## src/rtl/pc_branch_unit_pkg.sv

```systemverilog
// Shared CPU package: branch FSM state encoding, datapath widths and the
// branch-offset sign-extension helper used by the PC / branch unit.
package pc_branch_unit_pkg;

    localparam int unsigned PC_W        = 32;
    localparam int unsigned BR_OFFSET_W = 19;
    localparam int unsigned SETTLE_W    = 4;

    typedef enum logic [1:0] {
        IDLE   = 2'd0,
        SETTLE = 2'd1,
        EVAL   = 2'd2,
        DONE   = 2'd3
    } br_state_e;

    // Sign-extend the instruction C-field displacement to PC width.
    function automatic logic [PC_W-1:0] sext_offset(input logic [BR_OFFSET_W-1:0] off);
        return {{(PC_W - BR_OFFSET_W){off[BR_OFFSET_W-1]}}, off};
    endfunction

endpackage

```

## src/rtl/pc_settle_counter.sv

```systemverilog
// Settle-delay down-counter for the branch unit.
// Ports:
//   clock, clear      : clock and synchronous active-high reset
//   load, load_value  : load the counter (takes priority over dec)
//   dec               : decrement by one, saturating at zero
//   is_last_c         : combinational terminal flag, high when count is 1
module pc_settle_counter
    import pc_branch_unit_pkg::*;
#(
    parameter int unsigned W = SETTLE_W
) (
    input  logic         clock,
    input  logic         clear,
    input  logic         load,
    input  logic [W-1:0] load_value,
    input  logic         dec,
    output logic         is_last_c
);

    logic [W-1:0] count_q;
    logic [W-1:0] count_d;

    // Next count: load wins, decrement never wraps below zero.
    always_comb begin
        count_d = count_q;
        if (load) begin
            count_d = load_value;
        end else if (dec && (count_q != '0)) begin
            count_d = count_q - W'(1);
        end
    end

    always_ff @(posedge clock) begin
        if (clear) begin
            count_q <= '0;
        end else begin
            count_q <= count_d;
        end
    end

    assign is_last_c = (count_q == W'(1));

endmodule

```

## src/rtl/pc_branch_unit.sv

```systemverilog
// Program counter with a conditional-branch evaluation FSM.
// Ports:
//   clock, clear  : clock and synchronous active-high reset
//   busMuxOut     : jump target from the data bus
//   brOffset      : signed branch displacement (captured on brStart)
//   incPC         : fetch strobe, PC + 1 (only while idle)
//   jump          : load PC from busMuxOut, aborting any evaluation
//   brStart       : start a conditional-branch evaluation (only while idle)
//   conditionMet  : branch condition flag, sampled once in EVAL
//   PC            : program counter
//   brBusy        : FSM not idle
//   brDone        : one-cycle pulse when an evaluation completes
//   brTaken       : result of the last completed evaluation
module pc_branch_unit
    import pc_branch_unit_pkg::*;
#(
    parameter logic [PC_W-1:0] RESET_PC      = 32'h0000_0000,
    parameter int unsigned     SETTLE_CYCLES = 1
) (
    input  logic                   clock,
    input  logic                   clear,
    input  logic [PC_W-1:0]        busMuxOut,
    input  logic [BR_OFFSET_W-1:0] brOffset,
    input  logic                   incPC,
    input  logic                   jump,
    input  logic                   brStart,
    input  logic                   conditionMet,
    output logic [PC_W-1:0]        PC,
    output logic                   brBusy,
    output logic                   brDone,
    output logic                   brTaken
);

    localparam logic [SETTLE_W-1:0] SETTLE_LOAD = SETTLE_W'(SETTLE_CYCLES);

    br_state_e              state_q,  state_d;
    logic [PC_W-1:0]        pc_q,     pc_d;
    logic [BR_OFFSET_W-1:0] offset_q, offset_d;
    logic                   taken_q,  taken_d;
    logic                   done_q,   done_d;
    logic                   busy_q,   busy_d;

    logic cnt_load;
    logic cnt_dec;
    logic cnt_last;

    pc_settle_counter #(
        .W (SETTLE_W)
    ) u_settle (
        .clock      (clock),
        .clear      (clear),
        .load       (cnt_load),
        .load_value (SETTLE_LOAD),
        .dec        (cnt_dec),
        .is_last_c  (cnt_last)
    );

    // Next-state and datapath; jump overrides everything except clear.
    always_comb begin
        state_d  = state_q;
        pc_d     = pc_q;
        offset_d = offset_q;
        taken_d  = taken_q;
        cnt_load = 1'b0;
        cnt_dec  = 1'b0;

        unique case (state_q)
            IDLE: begin
                if (incPC) begin
                    pc_d = pc_q + PC_W'(1);
                end
                if (brStart) begin
                    offset_d = brOffset;
                    cnt_load = 1'b1;
                    state_d  = SETTLE;
                end
            end
            SETTLE: begin
                cnt_dec = 1'b1;
                if (cnt_last) begin
                    state_d = EVAL;
                end
            end
            EVAL: begin
                // Offset is relative to the PC held at EVAL; add wraps mod 2^32.
                if (conditionMet) begin
                    pc_d = pc_q + sext_offset(offset_q);
                end
                taken_d = conditionMet;
                state_d = DONE;
            end
            DONE: begin
                state_d = IDLE;
            end
            default: begin
                state_d = IDLE;
            end
        endcase

        if (jump) begin
            pc_d     = busMuxOut;
            state_d  = IDLE;
            offset_d = offset_q;
            taken_d  = taken_q;
            cnt_load = 1'b0;
        end

        done_d = (state_d == DONE);
        busy_d = (state_d != IDLE);
    end

    always_ff @(posedge clock) begin
        if (clear) begin
            state_q  <= IDLE;
            pc_q     <= RESET_PC;
            offset_q <= '0;
            taken_q  <= 1'b0;
            done_q   <= 1'b0;
            busy_q   <= 1'b0;
        end else begin
            state_q  <= state_d;
            pc_q     <= pc_d;
            offset_q <= offset_d;
            taken_q  <= taken_d;
            done_q   <= done_d;
            busy_q   <= busy_d;
        end
    end

    assign PC      = pc_q;
    assign brBusy  = busy_q;
    assign brDone  = done_q;
    assign brTaken = taken_q;

endmodule

```

## config.mk

```make
export PLATFORM = sky130hd
export DESIGN_NAME = pc_branch_unit
export DESIGN_NICKNAME = d
export VERILOG_FILES = /design/src/rtl/pc_branch_unit_pkg.sv /design/src/rtl/pc_settle_counter.sv /design/src/rtl/pc_branch_unit.sv
export SDC_FILE = /design/constraint.sdc
export NUM_CORES = 1
export LEC_CHECK = 0
export ABC_AREA = 1
export BUFFER_PORTS_ARGS = -buffer_cell sky130_fd_sc_hd__buf_2
export CAP_MARGIN = 30
export CORE_MARGIN = 1.5
export CORE_UTILIZATION = 51
export DETAILED_ROUTE_END_ITERATION = 10
export GPL_ROUTABILITY_DRIVEN = 0
export PLACE_DENSITY = 0.89
export SLEW_MARGIN = 0
export SYNTH_ARGS = -nofsm -noshare
export SYNTH_HDL_FRONTEND = slang
export SYNTH_SLANG_ARGS = --single-unit
```

## constraint.sdc

```tcl
create_clock -name clock -period 2.8 [get_ports clock]
set_clock_uncertainty 0.2 [all_clocks]
set_input_delay 0.56 -clock clock [delete_from_list [all_inputs] [get_ports clock]]
set_output_delay 0.56 -clock clock [all_outputs]
set_load 0.005 [all_outputs]
```

==> out/qor.yml <==
grt_pass1_vias: 4917
seq_area_frac_synth_pct: 24.9
setup_violations: 0
slew_viol_final: 0
drtPass1Iterations: 7
via_per_inst: 5.68
vias: 5519
status: "complete, no violations"
insertion_delay_ns: 0.36
fin_crit_ns: 2.69
post_synth_instance_area_mm2: 0.00482
multi_input_area_mm2: 0.00312
fmax_mhz: 372
fillers: 818
cp_common_cell: "nand2_1"
critPathTopFamily: "simple AND/OR/NAND/NOR gates"
cp_slowest_cell: "ha_2"
max_stage_delay_ns: 0.40
synthCells: 766
hold_buffers: 0
io_pins: 92
avgSynthCellArea_um2: 6.30
synth.most_common_cell: "nand2_1"
whs_ns: 0.253
drive_above_1_share_pct: 22.3
die_y_um: 100
synth-edff-count: 0
track_usage_pct: 28.1
synth_top_area_share_pct: 24.9
cp_cell_sequence: "inv_4 > nand2_1 > buf_12 > nor2_1 > ha_2 > nand2_1 > inv_1 > nand2_1 > a21oi_1 > nor2_1 > nand2_2 > nand2_1 > nand3_1 > xor2_1 > nand2_1 > nand2_1 > a21oi_1"
cts_buffers: 9
wl_um: 14500
power_density_mw_per_mm2: 388
final_util_pct: 61.7
overflow: 0
synth_fp_nets: 844
peakVddDrop_v: 0.000357
drtIter0Drc: 695
worst_pin_slew_ns: 0.698
htree_levels: 3
clock_path_buffers: 2
grt_pass1_wl_um: 22600
yosys_most_used_dff: "dfxtp_1"
criticalPathCategory: "register to register"
die_area_mm2: 0.0100
cp.arrival_ns: 2.71
finalHoldViolCount: 0
async_flop_share_pct: 0
register_area_mm2: 0.00120
path_max_fanout: 17
layout.nets: 933
port_buffers: 91
grt_max_degree: 46
drc: 0
synth_commonest_cells: "nand2_1 (194), inv_1 (105), a21oi_1 (64), o21ai_0 (63), dfxtp_1 (60)"
clock-root-buffer: "clkbuf_8"
cts_num_sinks: 60
wl_per_cell_um: 14.9
synthToLayoutAreaGrowth_pct: 17.7
die_w_um: 100
cp.required_ns: 2.83
ys_types: 47
leakagePower_nw: 2.82
fp-row-count: 35
critPathCaptureType: "register"
hold_path_class: "primary input to register"
fin_crit_sh_pct: 95.9
synth_top_cell_by_area: "dfxtp_1"
clk_pin_slew_ns: 0.09
ys_ff_latch: 60
synth.area.top_cells: "dfxtp_1 (25%), nand2_1 (15%), inv_1 (8.2%), a21oi_1 (6.6%), o21ai_0 (6.5%)"
insertedDiodeCount: 0
grt_antenna_before_repair: 0
start_util_pct: 52.4
maxCapViolCount: 0
path_buf_inv: 3
antenna_left: 0
start_kind: "register"
cts_tree: "built"
core-area_mm2: 0.00920
ys_warn_count: 0
dpl.hpwl_um: 10500
slew_headroom_pct: 53.4
## layout make-up
class | count | area share [%]
inverters | 109 | 7.25
clock buffers | 9 | 2.18
well taps | 111 | 2.45
repair buffers | 109 | 10.8
clock inverters | 7 | 1.01
flip-flops and latches | 60 | 21.2
multi-input cells | 566 | 55.1
## path summary, 6_finish.rpt
path	startpoint	endpoint	slack, ns	depth (start not counted)
worst min register to register	offset_q[0]$_SDFFE_PP0P_	offset_q[0]$_SDFFE_PP0P_	0.26	2
worst max register to register	state_q[0]$_SDFF_PP0_	PC[21]$_SDFFE_PP0P_	0.11	17
worst max-delay path	state_q[0]$_SDFF_PP0_	PC[21]$_SDFFE_PP0P_	0.11	17
worst min-delay path	busMuxOut[6]	PC[6]$_SDFFE_PP0P_	0.25	3
## per-layer routing
layer  global-route usage (%)  part of all wire, %  vias to the layer above
met5                        0                    0                        -
met4                     11.8                  3.6                        0
met3                     3.55                  9.3                       65
met2                     44.9                   45                      296
met1                     38.1                   42                     2475
li1                         -                    -                     2683
## tightest hold or removal path, stage by stage
cell	delay, ns
buf_2	0.09
nand2_1	0.05
a31oi_1	0.07
## where the power goes
| part | switching, W | internal, W | leakage, nW |
|---|---|---|---|
| clock network | 0.000428 | 0.000335 | 0.0886 |
| logic | 0.000291 | 0.000183 | 2.24 |
| registers | 0.0000543 | 0.000914 | 0.495 |
## flip-flops by register name (all words and copies together) (netlist names)
signal and count:
PC 32, brBusy 1, brDone 1, brTaken 1
offset_q 19, state_q 2, u_settle.count_q 4
## cells by family (layout without fill, tap and decap cells)
kind of cell	count (synthesis)	count (layout)	synth area share [%]
xor gates and xnor gates	17	17	3.09
buffers and inverters	140	234	11.8
DFF	60	60	24.9
AOI/OAI and AO/OA	172	172	20.6
adders and majority gates	21	21	5.60
and+or+nand+nor	356	356	34.0
## per-stage QoR
step	setup TNS, ns	setup slack [ns]	total power [W]	cells	area [um^2]
4_1_cts	0	0.0818	0.00218	969	5590
5_1_grt	-0.0806	-0.0425	0.00229	971	5670
6_report	0	0.115	0.00220	971	5670
3_3_place_gp	0	0.140	0.00142	953	5400
2_1_floorplan	0	0.0803	0.00126	766	4820
3_5_place_dp	0	0.147	0.00144	953	5400
## cells in the final DEF (no fill, tap or decap), types with 15 or more instances in the layout
| cell | synthesis | routed |
|---|---|---|
| a21oi_1 | 64 | 60 |
| buf_2 | 3 | 91 |
| buf_4 | 3 | 16 |
| dfxtp_1 | 60 | 59 |
| ha_1 | 20 | 17 |
| inv_1 | 105 | 105 |
| nand2_1 | 194 | 191 |
| nand2_2 | 12 | 15 |
| nand3_1 | 44 | 41 |
| nand4_1 | 18 | 18 |
| nor2_1 | 54 | 52 |
| o21ai_0 | 63 | 62 |
| xor2_1 | 15 | 15 |
## what timing repair did
action,CTS,global route
resized for setup,0,19
buffers inserted,0,2
endpoints found under the setup margin,0,12
(Power assumes the default switching activity.)
